==> src/rtl/reg_bank_write_arbiter.sv <==
// reg_bank_write_arbiter
// Round-robin write sequencer for a bank of D/L/C registers shared by two
// requesters. A granted write walks LOAD -> CHECK -> ACK. LOAD pulses one
// load enable. CHECK compares the readback with the written data. ACK returns
// a one-cycle ack with the verify result. The block is the only driver of the
// bank's load, data and select lines.

module reg_bank_write_arbiter #(
  parameter int WIDTH  = 32,
  parameter int DEPTH  = 32,
  parameter int ADDR_W = 5
) (
  input  logic              C,
  input  logic              nR,
  input  logic              req0,
  input  logic [ADDR_W-1:0] addr0,
  input  logic [WIDTH-1:0]  data0,
  output logic              ack0,
  output logic              err0,
  input  logic              req1,
  input  logic [ADDR_W-1:0] addr1,
  input  logic [WIDTH-1:0]  data1,
  output logic              ack1,
  output logic              err1,
  output logic [DEPTH-1:0]  bank_l,
  output logic [WIDTH-1:0]  bank_d,
  output logic [ADDR_W-1:0] bank_sel,
  input  logic [WIDTH-1:0]  bank_q,
  output logic              busy
);

  typedef enum logic [1:0] {
    IDLE  = 2'd0,
    LOAD  = 2'd1,
    CHECK = 2'd2,
    ACK   = 2'd3
  } state_t;

  // One extra bit so that DEPTH == 2**ADDR_W still compares correctly.
  localparam logic [ADDR_W:0] DEPTH_LIM = (ADDR_W+1)'(DEPTH);

  state_t state;
  logic   ptr;       // requester preferred when both ask at once
  logic   gnt;       // requester owning the current transaction
  logic   bad_q;     // current transaction targets a non-existent register

  logic              pick;
  logic [ADDR_W-1:0] pick_addr;
  logic [WIDTH-1:0]  pick_data;
  logic              pick_bad;
  logic [DEPTH-1:0]  pick_onehot;
  logic              mismatch;

  // Grant choice and the load vector the winner would drive next cycle.
  always_comb begin
    // NOTE: every output of this block gets a default before any branch, so
    // no path leaves a value unassigned and no latch is inferred.
    pick        = 1'b0;
    pick_onehot = '0;
    if (req0 && req1) pick = ptr;
    else              pick = req1;
    pick_addr = pick ? addr1 : addr0;
    pick_data = pick ? data1 : data0;
    pick_bad  = ({1'b0, pick_addr} >= DEPTH_LIM);
    // Addresses at or beyond DEPTH match no bit, so the vector stays zero.
    for (int i = 0; i < DEPTH; i++) begin
      pick_onehot[i] = (pick_addr == ADDR_W'(i));
    end
  end

  // Readback verdict. bank_d and bank_sel still hold the granted write.
  assign mismatch = (bank_q != bank_d) || bad_q;

  // Transaction sequencer with registered bank and handshake outputs.
  always_ff @(posedge C or negedge nR) begin
    if (!nR) begin
      state    <= IDLE;
      ptr      <= 1'b0;
      gnt      <= 1'b0;
      bad_q    <= 1'b0;
      ack0     <= 1'b0;
      err0     <= 1'b0;
      ack1     <= 1'b0;
      err1     <= 1'b0;
      bank_l   <= '0;
      bank_d   <= '0;
      bank_sel <= '0;
      busy     <= 1'b0;
    end else begin
      // NOTE: state updates use non-blocking assignments. Every register
      // then sees the pre-edge values, whatever order the statements are in.
      case (state)
        IDLE: begin
          if (req0 || req1) begin
            gnt      <= pick;
            bank_sel <= pick_addr;
            bank_d   <= pick_data;
            bank_l   <= pick_onehot;
            bad_q    <= pick_bad;
            busy     <= 1'b1;
            state    <= LOAD;
          end
        end
        LOAD: begin
          // The register captures bank_d on this edge. Drop the enable now.
          bank_l <= '0;
          state  <= CHECK;
        end
        CHECK: begin
          if (gnt) begin
            ack1 <= 1'b1;
            err1 <= mismatch;
          end else begin
            ack0 <= 1'b1;
            err0 <= mismatch;
          end
          state <= ACK;
        end
        ACK: begin
          ack0  <= 1'b0;
          err0  <= 1'b0;
          ack1  <= 1'b0;
          err1  <= 1'b0;
          ptr   <= ~gnt;
          busy  <= 1'b0;
          state <= IDLE;
        end
        default: state <= IDLE;
      endcase
    end
  end

  // Structural invariants of the handshake and load vector.
  a_load_onehot0 : assert property (@(posedge C) disable iff (!nR) $onehot0(bank_l));
  a_single_ack   : assert property (@(posedge C) disable iff (!nR) !(ack0 && ack1));
  a_err0_qual    : assert property (@(posedge C) disable iff (!nR) err0 |-> ack0);
  a_err1_qual    : assert property (@(posedge C) disable iff (!nR) err1 |-> ack1);

endmodule

==> config.mk <==
export PLATFORM = sky130hd
export DESIGN_NAME = reg_bank_write_arbiter
export DESIGN_NICKNAME = d
export VERILOG_FILES = /design/src/rtl/reg_bank_write_arbiter.sv
export SDC_FILE = /design/constraint.sdc
export NUM_CORES = 1
export LEC_CHECK = 0
export CAP_MARGIN = 15
export CORE_AREA = 2 2 90 157
export CTS_CLUSTER_DIAMETER = 30
export DETAILED_ROUTE_END_ITERATION = 8
export DIE_AREA = 0 0 92 159
export MAX_ROUTING_LAYER = met4
export PLACE_DENSITY = 0.62
export SETUP_SLACK_MARGIN = 0.15
export SLEW_MARGIN = 20
export SYNTH_ARGS = -nofsm -noshare
export SYNTH_HDL_FRONTEND = slang
export SYNTH_SLANG_ARGS = --single-unit
==> constraint.sdc <==
create_clock -name C -period 2.5 [get_ports C]
set_clock_uncertainty 0.1 [all_clocks]
set_input_delay 0.375 -clock C [delete_from_list [all_inputs] [get_ports C]]
set_output_delay 0.375 -clock C [all_outputs]
set_load 0.01 [all_outputs]
# After elaboration in Yosys (flattened, before gate mapping)
# Index checks and enable logic that the tools add are counted.
[word_totals] regBits=78 latchBits=0 mem_bits_rw=0 romBits=0 input_bits=110 out_inout_bits=74 elab_cells=79 n_memories=0
[op_classes] addsub=0 multipliers=0 n_div=0 n_lt_le_gt_ge=0 eq_ne=38 shifts=0 n_mux=17 n_bitwise=1 n_reduce_logical=12
[op_table] cell="5-bit equality test, second input constant" n=16
[op_table] cell="32-bit two-way mux" n=2
[op_table] cell="32-bit case mux with 2 select lines" n=1
[op_table] cell="5-bit by 4-bit equality test with 1-bit output, second input constant" n=8
[op_table] cell="32-bit != test" n=1
[op_table] cell="5-bit by 3-bit equality test with 1-bit output, second input constant" n=4
[op_table] cell="5-bit by 2-bit equality test with 1-bit output, second input constant" n=2
[op_table] cell="1-bit case mux with 2 select lines" n=5
[op_table] cell="2-bit AND reduction" n=5
[op_table] cell="2-bit case mux with 4 select lines" n=1
[op_table] cell="1-bit two-way mux" n=6
[op_table] cell="2-bit != test, second input constant" n=3
[op_table] cell="2-bit nonzero test" n=3
[op_table] cell="5-bit by 1-bit equality test with 1-bit output, second input constant" n=1
[op_table] cell="5-bit zero test" n=1
[op_table] cell="5-bit two-way mux" n=1
[op_table] cell="2-bit equality test, second input constant" n=2
[op_table] cell="2-bit by 1-bit equality test with 1-bit output, second input constant" n=1
[op_table] cell="2-bit zero test" n=1
[op_table] cell="2-bit two-way mux" n=1
[op_table] cell="1-bit logical AND" n=1
[op_table] cell="1-bit logical OR" n=1
[op_table] cell="1-bit NOT" n=1

# Logic depth before layout (Yosys ltp)
[depth] ltp_word=6 ltp_mapped=8 depth_no_buf=7

# Least setup slack after synthesis
# OpenSTA, ideal clock, no wires.
[synth_timing] path_kind="register to register" startpoint="reg state[0]" endpoint="reg bank_l[16]" setup_time_ns=0.067 arrival_time_ns=1.624 required_time_ns=2.333 path_slack_ns=0.709 path_stages_with_launch=8 path_buffers=1 synth_period_minus_slack_ns=1.791 cell_sequence="dfrtp_1 inv_1 ha_1 inv_1 or3_1 o21ai_1 buf_2 a22o_1"
[synth_via] elab_chain_cells=3 elab_cells_between_ends=6 classes_between="2 x eq/ne; 1 x mux; 3 x reduce/logical"
[synth_rtl] element="start: declaration" line="42" rtl="state_t state;"
[synth_rtl] element="start signal: assignment" line="77" rtl="state <= IDLE;"
[synth_rtl] element="start signal: assignment" line="101" rtl="state <= LOAD;"
[synth_rtl] element="start signal: assignment" line="107" rtl="state <= CHECK;"
[synth_rtl] element="2-bit by 1-bit equality test with 1-bit output or 2-bit zero test (tied branches)" line="92" rtl="case (state)"
[synth_rtl] element="2-bit nonzero test (no line) or 2-bit != test (tied branches)"
[synth_rtl] element="2-bit AND reduction (no line)"
[synth_rtl] element="end signal: assignment" line="98" rtl="bank_l <= pick_onehot;"
[synth_rtl] element="end: declaration" line="25" rtl="output logic [DEPTH-1:0] bank_l,"
# Parallel ways exist; a longest one is shown, timed or not.
# A chain may end at the register's enable or synchronous reset.

# Worst setup path in the final report
[layout_timing] startpoint="in req0" endpoint="reg bank_l[5]"
[layout_via] elab_chain_cells=6 elab_cells_between_ends=9 classes_between="2 x eq/ne; 4 x mux; 3 x reduce/logical"
[layout_rtl] element="start: declaration" line="15" rtl="input logic req0,"
[layout_rtl] element="1-bit logical AND" line="60" rtl="if (req0 && req1) pick = ptr;"
[layout_rtl] element="1-bit two-way mux" line="60"
[layout_rtl] element="5-bit two-way mux" line="62" rtl="pick_addr = pick ? addr1 : addr0;"
[layout_rtl] element="5-bit by 3-bit equality test with 1-bit output" line="67" rtl="pick_onehot[i] = (pick_addr == ADDR_W'(i));"
[layout_rtl] element="32-bit two-way mux" line="94" rtl="if (req0 || req1) begin"
[layout_rtl] element="32-bit case mux with 2 select lines" line="92"
# Parallel ways exist; a longest one is shown, timed or not. The select of a mux whose other input is x is not followed.

==> reports/metrics.csv <==
metric,value,unit
result_of_the_run,completed,
drt-total-wl,12900,µm
path_class,in -> reg,
floorplan.core_area,13300,µm²
worstHoldPathType,reg -> reg,
die_w,92,µm
path_max_fanout,6,
synth_seq_cells,78,
layout-drive-gt1-share,6.17,%
n_fill_cell,1253,
ys.warnings.count,0,
dr.first_iter.drc_count,83,
synthesis.area_per_instance,10.4,µm²
dr.pass1.iters,4,
die_h,159,µm
power_per_cell_area,933,nW/µm²
p_leak,2.68,nW
bufs_on_longest_clock_path,2,
cts.sink_count,78,
die_area,14600,µm²
timing.max_cap.violations,0,
grt_setup_unrepaired,no,
antenna_found_initial,0,
tritoncts,done,
place_ws,0.127,ns
gp_routability_congestion,0.821,
critical_path.endpoint_type,flip-flop,
final_period_minus_worst_setup_slack,2.05,ns
seq_area_frac_synth,49.9,%
setup-violations-final,0,
clk_latency,0.33,ns
netlist.area_leader.share,49.9,%
antenna-diode-count,0,
tns,0,ns
synth_cell_type_count,32,
power.ir.vdd_worst,425,µV
critPathRequiredTime,2.64,ns
antenna_violating_nets_post_route,0,
root_buffer,clkbuf_16,
timing.fmax,489,MHz
final-hold-violation-count,0,
grt_overflow_total,0,
post_synth_inst_count,376,
synthesis.area,3910,µm²
async_reset_ff_share,100,%
leading_cell_type_in_the_layout_fill_and_taps_excluded,clkdlybuf4s50_1,
placement.io_buffers,183,
cts.reportedPaths.clkPinSlew,0.06,ns
drc,0,
track_usage,18.2,%
per_cell_via_count_in_the_routed_design,4.74,
layout_common_cells,"182 x clkdlybuf4s50_1, 78 x dfrtp_1, 64 x o21ai_0",
fin_ws,0.453,ns
first_global_vias,3732,
slew_viol_final,0,
final_net_count,679,
worstSetupStartpointType,input pin,
io_pins,184,
timing.max_slew.rel_slack,60.8,%
post_synth_edffs,0,
synth_top_cells_by_area,"dfrtp_1 50%, mux2i_1 11%, o21ai_0 8.2%, xnor2_1 7.2%, nand2_1 6.0%",
worst-slew-pin-transition,0.588,ns
place.detailed.hpwl,10200,µm
most_common_flop_cell_mapped_by_yosys,dfrtp_1,
detail_route.wl_per_cell,17.4,µm
layout_worst_path_cycle_share,81.9,%
worst_endpoint_data_arrival_time,2.19,ns
htreeDepth,3,
grt_first_pass_wirelength,19900,µm
cts_inserted_buffers,9,
area_delta_synth_final,61.1,%
synth.net_count,491,
placementRows,56,
start_util,29.4,%
grt_start_max_net_pins,69,
synth_top_area_cell,dfrtp_1,
detailroute.via_count,3512,
synthesized netlist by cell type, types with 6 or more instances:
library cell / count
clkbuf_1: 6
buf_2: 11
a22o_1: 16
nand2_1: 63
inv_1: 7
xnor2_1: 32
dfrtp_1: 78
nand4_1: 8
nor2_1: 6
mux2i_1: 42
o21ai_0: 64
worst max-delay path, stage by stage:
cell and delay [ns]:
clkdlybuf4s50_1 0.50, inv_2 0.05, o21ai_4 0.28, mux2i_4 0.40, buf_4 0.19, nand3b_1 0.17
o21ai_0 0.22
per-layer routing:
layer	global-route usage (%)	vias to the layer above	share of wire, %
met5	-	-	0
met2	33.7	139	56
met1	18.4	1674	36
li1	-	1686	-
met4	6.78	0	2.4
met3	4.02	13	5.9
final cells by class:
cell class | instances | area, µm² | area share (%)
clock buffers | 10 | 229 | 3.63
clock inverters | 4 | 26.3 | 0.417
inverters | 8 | 30.0 | 0.476
multi-input cells | 270 | 1850 | 29.3
flip-flops and latches | 78 | 1950 | 31.0
well taps | 174 | 218 | 3.45
repair buffers | 197 | 2000 | 31.7
where the power goes:
part | total (mW) | switching, mW | leakage (nW) | internal [mW]
clock | 1.15 | 0.493 | 0.124 | 0.659
combinational | 2.72 | 1.32 | 1.55 | 1.40
sequential | 2.01 | 0.347 | 1.01 | 1.66
logic make-up after synthesis:
logic type / count (synthesis) / synth area share (%)
adder cells (fa/ha/maj): 5 / 1.60
buffers and inverters: 28 / 3.42
flip-flops: 78 / 49.9
XOR/XNOR: 32 / 7.16
multiplexers: 43 / 11.3
AO/OA/AOI/OAI: 92 / 14.0
AND/OR/NAND/NOR: 98 / 12.6
state kept, by name (all words and copies together), names as in the netlist, 2 cells and up:
| register | cells |
|---|---|
| bank_l | 32 |
| bank_sel | 5 |
| state | 2 |
| bank_d | 32 |
stage by stage:
step / std cells / total power [mW] / hold slack (ns) / instance area (µm²) / utilization [%]
floorplan: 376 / 3.35 / -0.0206 / 3910 / -
global placement: 726 / 4.73 / 0.313 / 6040 / 45.4
detailed placement: 726 / 4.80 / 0.319 / 6040 / 45.4
CTS: 741 / 5.97 / 0.385 / 6300 / 47.3
global route: 741 / 6.28 / 0.415 / 6300 / 47.3
finish: 741 / 5.88 / 0.376 / 6300 / 47.3
what timing repair did:
| item | in CTS | in global routing |
|---|---|---|
| endpoints found under the hold margin | 42 | 0 |
| hold buffers | 1 | 0 |
| buffers inserted | 0 | 0 |
| resized for setup | 0 | 0 |
final timing paths:
| kind | cells after the start | from | slack, ns | endpoint |
|---|---|---|---|---|
| setup / recovery | 7 | req0 | 0.45 | bank_l[5] |
| hold / removal | 2 | bank_sel[2] | 0.38 | bank_sel[2] |
| setup reg to reg | 8 | state[0] | 0.54 | bank_l[5] |
| hold reg to reg | 2 | bank_sel[2] | 0.38 | bank_sel[2] |
| max in group asynchronous | 3 | nR | 1.21 | bank_l[6] |
| min in group asynchronous | 2 | nR | 0.49 | bank_d[25] |
Power figures use the tool's default switching activity.
